<file path="config.mk">
export PLATFORM = sky130hd
export DESIGN_NAME = eth_mdio_resp
export DESIGN_NICKNAME = d
export VERILOG_FILES = /design/src/rtl/eth_mdio_resp.sv
export SDC_FILE = /design/constraint.sdc
export NUM_CORES = 1
export LEC_CHECK = 0
export CAP_MARGIN = 20
export CORE_ASPECT_RATIO = 0.5
export CORE_UTILIZATION = 50
export CTS_CLUSTER_DIAMETER = 50
export DETAILED_ROUTE_END_ITERATION = 16
export DONT_BUFFER_PORTS = 1
export GPL_TIMING_DRIVEN = 1
export HOLD_SLACK_MARGIN = 0.05
export MAX_ROUTING_LAYER = met4
export PLACE_DENSITY_LB_ADDON = 0.3
export SYNTH_ARGS = -nofsm -noshare
export SYNTH_HDL_FRONTEND = slang
export SYNTH_SLANG_ARGS = --single-unit
export TNS_END_PERCENT = 20
</file>
<file path="constraint.sdc">
create_clock -name Clk -period 4.2 [get_ports Clk]
set_input_delay 0.84 -clock Clk [delete_from_list [all_inputs] [get_ports Clk]]
set_output_delay 0.84 -clock Clk [all_outputs]
set_load 0.1 [all_outputs]
</file>
<file path="src/rtl/eth_mdio_resp.sv">
// Clause-22 MDIO responder with a 32 x 16 PHY register file, clocked by MDC.
// Optional build macro: MDIO_RESP_PRE_SUPPRESS_EN (accepts frames with a shortened preamble).
module eth_mdio_resp #(
    parameter logic [4:0]  pPhy_Addr = 5'd1,
    parameter logic [15:0] pPhy_Id1  = 16'h0007,
    parameter logic [15:0] pPhy_Id2  = 16'hC0F1
) (
    input  logic        Clk,
    input  logic        Rst,
    input  logic        MDIO_In,
    output logic        MDIO_Out,
    output logic        MDIO_Oe,
    output logic        Reg_Wr_Strobe,
    output logic [4:0]  Reg_Wr_Addr,
    output logic [15:0] Reg_Wr_Data,
    output logic        Frame_Err
);

    // state  | meaning
    // IDLE   | counting preamble ones, waiting for the ST leading 0
    // ST     | expecting the ST trailing 1
    // OP     | collecting the 2 opcode bits
    // PHY    | collecting PHYAD[4:0]
    // REG    | collecting REGAD[4:0]; last edge snapshots read data
    // TA     | two turnaround cycles
    // DATA   | 16 data cycles, commit of a write on the last one
    localparam logic [2:0] S_IDLE = 3'd0;
    localparam logic [2:0] S_ST   = 3'd1;
    localparam logic [2:0] S_OP   = 3'd2;
    localparam logic [2:0] S_PHY  = 3'd3;
    localparam logic [2:0] S_REG  = 3'd4;
    localparam logic [2:0] S_TA   = 3'd5;
    localparam logic [2:0] S_DATA = 3'd6;

    localparam logic [15:0] REG0_RST = 16'h3100;
`ifdef MDIO_RESP_PRE_SUPPRESS_EN
    localparam logic [15:0] REG1_VAL = 16'h786D;
`else
    localparam logic [15:0] REG1_VAL = 16'h782D;
`endif

    logic [2:0]  state;
    logic [3:0]  bit_cnt;
    logic [5:0]  pre_cnt;
    logic        op_hi;
    logic        is_read;
    logic        match;
    logic        ta_bad;
    logic [3:0]  phyad;
    logic [4:0]  regad;
    logic [14:0] rx_shift;
    logic [15:0] tx_shift;
    logic [15:0] regs [32];

    logic        pre_ok;
    logic [4:0]  rd_addr;
    logic [15:0] rd_data;
    logic [15:0] wr_data;
    logic        wr_writable;
    logic        wr_commit;
    logic        drive;

`ifdef MDIO_RESP_PRE_SUPPRESS_EN
    assign pre_ok = (pre_cnt != 6'd0);
`else
    assign pre_ok = (pre_cnt == 6'd32);
`endif

    assign drive       = is_read && match;
    assign wr_data     = {rx_shift, MDIO_In};
    assign wr_writable = (regad == 5'd0) || (regad >= 5'd4);
    assign wr_commit   = (state == S_DATA) && (bit_cnt == 4'd0) && !is_read
                         && match && !ta_bad && wr_writable;

    always_comb begin
        rd_addr = {regad[3:0], MDIO_In};
        case (rd_addr)
            5'd1:    rd_data = REG1_VAL;
            5'd2:    rd_data = pPhy_Id1;
            5'd3:    rd_data = pPhy_Id2;
            default: rd_data = regs[rd_addr];
        endcase
    end

    // Bit 15 of reg 0 is a soft reset and is never stored.
    always_ff @(posedge Clk) begin
        if (Rst || (wr_commit && regad == 5'd0 && wr_data[15])) begin
            for (int i = 0; i < 32; i++) begin
                regs[i] <= '0;
            end
            regs[0] <= REG0_RST;
        end else if (wr_commit) begin
            regs[regad] <= wr_data;
        end
    end

    always_ff @(posedge Clk) begin
        if (Rst) begin
            state         <= S_IDLE;
            bit_cnt       <= '0;
            pre_cnt       <= '0;
            op_hi         <= 1'b0;
            is_read       <= 1'b0;
            match         <= 1'b0;
            ta_bad        <= 1'b0;
            phyad         <= '0;
            regad         <= '0;
            rx_shift      <= '0;
            tx_shift      <= '0;
            MDIO_Out      <= 1'b1;
            MDIO_Oe       <= 1'b0;
            Reg_Wr_Strobe <= 1'b0;
            Reg_Wr_Addr   <= '0;
            Reg_Wr_Data   <= '0;
            Frame_Err     <= 1'b0;
        end else begin
            Frame_Err     <= 1'b0;
            Reg_Wr_Strobe <= 1'b0;
            case (state)
                S_IDLE: begin
                    if (MDIO_In) begin
                        if (pre_cnt != 6'd32) begin
                            pre_cnt <= pre_cnt + 6'd1;
                        end
                    end else begin
                        pre_cnt <= '0;
                        if (pre_ok) begin
                            state <= S_ST;
                        end
                    end
                end
                S_ST: begin
                    if (MDIO_In) begin
                        state   <= S_OP;
                        bit_cnt <= 4'd1;
                    end else begin
                        Frame_Err <= 1'b1;
                        state     <= S_IDLE;
                    end
                end
                S_OP: begin
                    if (bit_cnt != 4'd0) begin
                        op_hi   <= MDIO_In;
                        bit_cnt <= 4'd0;
                    end else if (op_hi != MDIO_In) begin
                        is_read <= op_hi;
                        state   <= S_PHY;
                        bit_cnt <= 4'd4;
                    end else begin
                        Frame_Err <= 1'b1;
                        state     <= S_IDLE;
                    end
                end
                S_PHY: begin
                    phyad <= {phyad[2:0], MDIO_In};
                    if (bit_cnt == 4'd0) begin
                        match   <= ({phyad, MDIO_In} == pPhy_Addr);
                        state   <= S_REG;
                        bit_cnt <= 4'd4;
                    end else begin
                        bit_cnt <= bit_cnt - 4'd1;
                    end
                end
                S_REG: begin
                    regad <= rd_addr;
                    if (bit_cnt == 4'd0) begin
                        state    <= S_TA;
                        bit_cnt  <= 4'd1;
                        ta_bad   <= 1'b0;
                        tx_shift <= rd_data;
                    end else begin
                        bit_cnt <= bit_cnt - 4'd1;
                    end
                end
                S_TA: begin
                    if (bit_cnt != 4'd0) begin
                        bit_cnt <= 4'd0;
                        if (drive) begin
                            MDIO_Oe  <= 1'b1;
                            MDIO_Out <= 1'b0;
                        end
                        if (!is_read && match && !MDIO_In) begin
                            ta_bad    <= 1'b1;
                            Frame_Err <= 1'b1;
                        end
                    end else begin
                        state   <= S_DATA;
                        bit_cnt <= 4'd15;
                        if (drive) begin
                            MDIO_Out <= tx_shift[15];
                            tx_shift <= {tx_shift[14:0], 1'b0};
                        end
                        if (!is_read && match && !ta_bad && MDIO_In) begin
                            ta_bad    <= 1'b1;
                            Frame_Err <= 1'b1;
                        end
                    end
                end
                S_DATA: begin
                    rx_shift <= wr_data[14:0];
                    if (bit_cnt != 4'd0) begin
                        bit_cnt <= bit_cnt - 4'd1;
                        if (drive) begin
                            MDIO_Out <= tx_shift[15];
                            tx_shift <= {tx_shift[14:0], 1'b0};
                        end
                    end else begin
                        state    <= S_IDLE;
                        pre_cnt  <= '0;
                        MDIO_Oe  <= 1'b0;
                        MDIO_Out <= 1'b1;
                        if (wr_commit) begin
                            Reg_Wr_Strobe <= 1'b1;
                            Reg_Wr_Addr   <= regad;
                            Reg_Wr_Data   <= wr_data;
                        end
                    end
                end
                default: begin
                    state   <= S_IDLE;
                    pre_cnt <= '0;
                end
            endcase
        end
    end

endmodule

</file>
==> results of run 1 <==
## path summary, 6_finish.rpt
path	from	endpoint	depth (start not counted)
worst min-delay path	Rst	Reg_Wr_Data[1]	1
worst min register to register	phyad[3]	phyad[3]	2
worst max-delay path	regad[2]	regs[30][11]	5
worst max register to register	regad[2]	regs[30][11]	5
## stage by stage
stage | total power (µW) | hold slack [ps] | setup WS, ps | utilization
floorplan | 7360 | 431 | 662 | -
global placement | 7650 | 437 | 928 | 0.527
detailed placement | 7660 | 448 | 913 | 0.527
CTS | 12300 | 296 | 901 | 0.559
global route | 12600 | 297 | 623 | 0.559
finish | 12300 | 318 | 832 | 0.559
## layout by cell type (no fill, tap or decap), types with 6 or more instances in the layout
cell type,netlist,layout
edfxtp_1,501,501
and2_1,436,436
nand2_1,154,154
mux4_2,89,89
buf_4,0,74
a21oi_1,70,70
dfxtp_1,82,65
nor2_1,61,60
clkbuf_16,0,54
o21ai_0,64,48
nor3_1,40,40
mux2i_1,38,38
conb_1,1,38
mux2_2,35,35
nand2b_1,24,24
a22oi_1,23,23
o22ai_1,21,21
nor4_1,19,19
o21ai_1,2,18
nand3_1,16,16
a211oi_1,16,16
clkbuf_1,141,16
dfxtp_2,0,16
inv_1,13,13
nor2b_1,13,13
nor3_2,11,11
a31oi_1,11,11
clkbuf_8,0,9
a211o_1,7,7
ha_1,7,7
clkinv_2,0,7
clkinv_1,3,6
o31ai_1,6,6
## layout make-up
cell class / count / area share
clock inverter: 16 / 0.00432
timing repair buffer: 75 / 0.0197
inverter: 16 / 0.00206
clock buffer: 79 / 0.0525
antenna: 1 / 0.0000856
tap: 701 / 0.0300
multi-input combinational: 1289 / 0.319
sequential: 583 / 0.572
## cells by family (layout without fill, tap and decap cells)
group / count (synthesis) / count (layout)
simple gates: 809 / 809
flops: 583 / 583
compound gates: 270 / 270
buf+inv: 194 / 186
mux: 162 / 162
fa+ha+maj: 7 / 7
xor+xnor: 3 / 3
other cells: 1 / 39
## layer usage
layer / part of all wire / up-vias / global-route usage
met3: 0.14 / 119 / 0.103
met1: 0.42 / 8472 / 0.397
met2: 0.42 / 929 / 0.380
met4: 0.021 / 0 / 0.0556
li1: - / 7369 / -
met5: 0 / - / -
## state kept, by name, summed over array words and instances, names as in the netlist, 3 cells and up
name and count:
Reg_Wr_Addr 5, Reg_Wr_Data 16, bit_cnt 4, phyad 4, pre_cnt 6, regad 5
regs 501, rx_shift 15, state 3, tx_shift 16
## report_power, final
group | switching, µW | internal [µW] | total (µW)
Sequential | 108 | 6480 | 6590
Combinational | 639 | 343 | 981
Clock | 2140 | 2590 | 4730
Total | 2880 | 9410 | 12300
==> results.ini, run 1 <==
[yosys]
synth_top_cell_area_share=0.565
synth_edf_count=501
synthSimpleGateAreaFrac=0.171
syn_avg_cell_area_um2=13.1
ys_warn_count=0
ys_top_cells_by_count=edfxtp_1 (501), and2_1 (436), nand2_1 (154), clkbuf_1 (141), mux4_2 (89)
ys_seq_area_frac=0.626
synthCells=2029
ys_async_sr_fraction=0
synthFlopType=edfxtp_1
syn_area_mm2=0.0266
ys_types=73
synthMuxAreaShare=0.104
synth.largest_area_cell=edfxtp_1
synth_compound_area_frac=0.0655
synthAdderAreaFrac=0.00329
synth-xor-area-share=0.000986
synth_area_leaders=edfxtp_1 (56%), and2_1 (10%), mux4_2 (7.5%)
synth_most_common_cell=edfxtp_1
synth_top_family_by_area=simple AND/OR/NAND/NOR gates
ys_seq_elements=583

[detailed_routing]
drc_errors=0
vias=16900
first_pass_iters=6
routedWlPerCell_um=26.5
wl_mm=73.3
drtIter0Drc=2378
ant_nets=0
avgViaCountPerCell=6.12

[clock_network]
path_clk_slew_ps=70
clock_latency_ps=590
cts_resized=0
cts.htree.levels=2
cts_buffers=51
clockBufferDepth=3
ctsHoldBuffers=0
cts.sinks=583
post_cts_buffers=0
cts_tree=done
clk_root_buffer_cell=clkbuf_16

[layout]
drive_gt1_frac=0.154
layout.nets=2026
area_growth_pct=9.70
fin_cells=2760
regArea_mm2=0.0167
fillCellCount=4163
multi_input_area_mm2=0.00934
fin_area_mm2=0.0292

[die]
row_count=59
die_area_mm2=0.0543
coreArea_mm2=0.0523
pin_count=28
die_w_um=328
start_util=0.510
die_h_um=165

[global_route]
grt_pass1_vias=15600
grt_max_degree=101
grt_overflow=0
antenna_found_initial=1
grt_usage=0.278
grt_pass1_wl_mm=106

[critical_path]
cp-end-kind=flop
cp_cell_sequence=buf_4 > buf_4 > nand3_1 > nor2_1 > and2_1
worstSetupStartpointType=flop
cp.required_ps=4650
crit_type=reg -> reg
cp_slowest_stage_delay_ps=920
r2r_slack_ps=830
worst-path-buf-inv=2
path_delay_family=simple AND/OR/NAND/NOR gates
cpMaxStageDelayCell=nor2_1
cp_common_cell=buf_4
crit_fanout=27
worst-endpoint-arrival_ps=3820

[timing]
rsz0062_at_grt=no
skew_ps=25.5
drv_slew=0
clock.fmax_ghz=0.297
setup_viol=0
fin_crit_sh=0.802
tns_ps=0
period_minus_slack_ps=3370
tightest_slew_ps=1230
slew-limit-headroom=0.161
finalHoldViolations=0

[pwr]
power_density_mw_per_mm2=421
ir_drop_v=0.000314
p_leak_uw=0.0101

[place]
io_buffers=0
hpwl_mm=46.8
place.gp.congestion=0.971
place_area_mm2=0.0276
placed_cells=2664

[job]
maxCapViolCount=0

[worst_hold_path]
hold_class=in -> reg

[outcome]
status=finished clean

(Power assumes the default switching activity.)
==> inputs of run 2 (changes only) <==
Clock period 4.2 ns to 3.1 ns, I/O delays scaled along.
==> run 2 against run 1 <==
Compared with the run above: worst hold slack worse by 230 ps; combinational power rose by 43%; routed wire length up 1.4%; critical endpoint is now regs[26][13]; via count increased by 1.9%; design area rose by 2.3%; critical path type unchanged; worst setup slack lost 700 ps; cell count up 2.1%; sequential share of layout area shrank 1.3 points.
==> results.ini, run 2 (synthesis gave the netlist of run 1 again) <==
[layout]
area_growth_pct=12.2
regMostFlops=regs
largest_reg_flops=501
final_common_cell=edfxtp_1
drive_gt1_frac=0.179
reg_top3=regs: 501 flops, Reg_Wr_Data: 16 flops, tx_shift: 16 flops
layout.nets=2085
final_cell_mix=edfxtp_1 (501), and2_1 (436), nand2_1 (154)
antenna_cells=0
fin_cells=2818

[die]
die_h_um=165
start_util=0.510
row_count=59
pin_count=28
die_area_mm2=0.0543
die_w_um=328
coreArea_mm2=0.0523

[clock_network]
clock_latency_ps=610
cts_buffers=52
path_clk_slew_ps=70
clockBufferDepth=3
cts.htree.levels=2
clk_root_buffer_cell=clkbuf_16
cts_tree=done
cts.sinks=583
post_cts_buffers=0

[outcome]
status=finished clean

[global_route]
antenna_found_initial=2
grt_pass1_vias=16000
grt_usage=0.284
grt_overflow=0
grt_pass1_wl_mm=108
grt_max_degree=101

[worst_hold_path]
hold_class=in -> reg

[timing]
period_minus_slack_ps=2960
setup_viol=0
tightest_slew_ps=1030
fin_crit_sh=0.956
drv_slew=0
skew_ps=20.2
finalHoldViolations=0
slew-limit-headroom=0.313
rsz0062_at_grt=no
clock.fmax_ghz=0.337
fin_ws_ps=136
tns_ps=0

[pwr]
p_comb_frac=0.082
internal_power_uw=13000
ir_drop_v=0.000396
netSwitchingPower_uw=4000
power_frac_seq=0.523
power.share.clock=0.394
p_leak_uw=0.0105
power_density_mw_per_mm2=570
netSwitchingFraction=0.234

[detailed_routing]
ant_nets=0
first_pass_iters=6
wl_mm=74.3
drc_errors=0
routedWlPerCell_um=26.4
avgViaCountPerCell=6.11
drtIter0Drc=2627
vias=17200

[place]
place.gp.congestion=1.01
dp_slack_ps=140
hpwl_mm=48.5
placed_cells=2722
io_buffers=0

[critical_path]
worst-endpoint-arrival_ps=3430
worstSetupStartpointType=flop
crit_type=reg -> reg
cp-end-kind=flop
cp.required_ps=3570
crit_fanout=18

[job]
maxCapViolCount=0

## run 2: cell count changes in the layout (fill, tap and decap cells not counted), sizes merged
cell / delta
clkinv: +1
clkinvlp: -1
inv: +1
buf: +58
diode: -1
## run 2: metal layers
layer / GRT usage / up-vias / share of wire
met4: 0.0647 / 0 / 0.022
met3: 0.0745 / 96 / 0.13
met1: 0.418 / 8668 / 0.43
met5: - / - / 0
met2: 0.392 / 974 / 0.42
li1: - / 7475 / -
## run 2: worst max-delay path, cell delays in order (launching register included)
cell	delay [ps]
dfxtp_1	330
inv_1	70
ha_1	200
or3b_1	520
a2111oi_4	380
o2111ai_2	160
buf_4	240
nor2_1	700
and2_1	240
## run 2: what timing repair did
action / CTS / global route
gates resized for setup: 0 / 3
endpoints found under the setup margin: 0 / 55
hold buffers: 0 / 0
## run 2: worst paths after layout
check | end | startpoint | depth (start not counted) | slack, ps
worst max-delay path | regs[26][13] | bit_cnt[0] | 8 | 140
worst min-delay path | Reg_Wr_Data[2] | Rst | 1 | 80
worst max register to register | regs[26][13] | bit_cnt[0] | 8 | 140
worst min register to register | phyad[3] | phyad[3] | 2 | 460
## run 2: area by class of cell
| type | count | area, µm² |
|---|---|---|
| clock buffers | 79 | 1650 |
| repair buffers | 133 | 1140 |
| inverters | 16 | 60.1 |
| clock inverters | 17 | 116 |
| multi-input cells | 1289 | 9350 |
| flip-flops and latches | 583 | 16700 |
| well taps | 701 | 877 |
| fillers | 4122 | 22400 |
## run 2: power groups by stage
stage / combinational (µW) / sequential [µW] / clock [µW]
2_1_floorplan: 939 / 9040 / 0
3_3_place_gp: 1350 / 9070 / 0
3_5_place_dp: 1360 / 9080 / 0
4_1_cts: 1370 / 8920 / 6760
5_1_grt: 1500 / 8940 / 7060
6_report: 1400 / 8920 / 6720
## run 2: stage by stage
stage	hold slack (ps)	util	total power [µW]	area, µm²
after detailed placement	440	0.538	10400	28100
final	84.8	0.572	17000	29900
after floorplan	431	-	9980	26800
after CTS	68.1	0.572	17000	29900
after global placement	437	0.538	10400	28100
after global routing	72.3	0.572	17500	29900
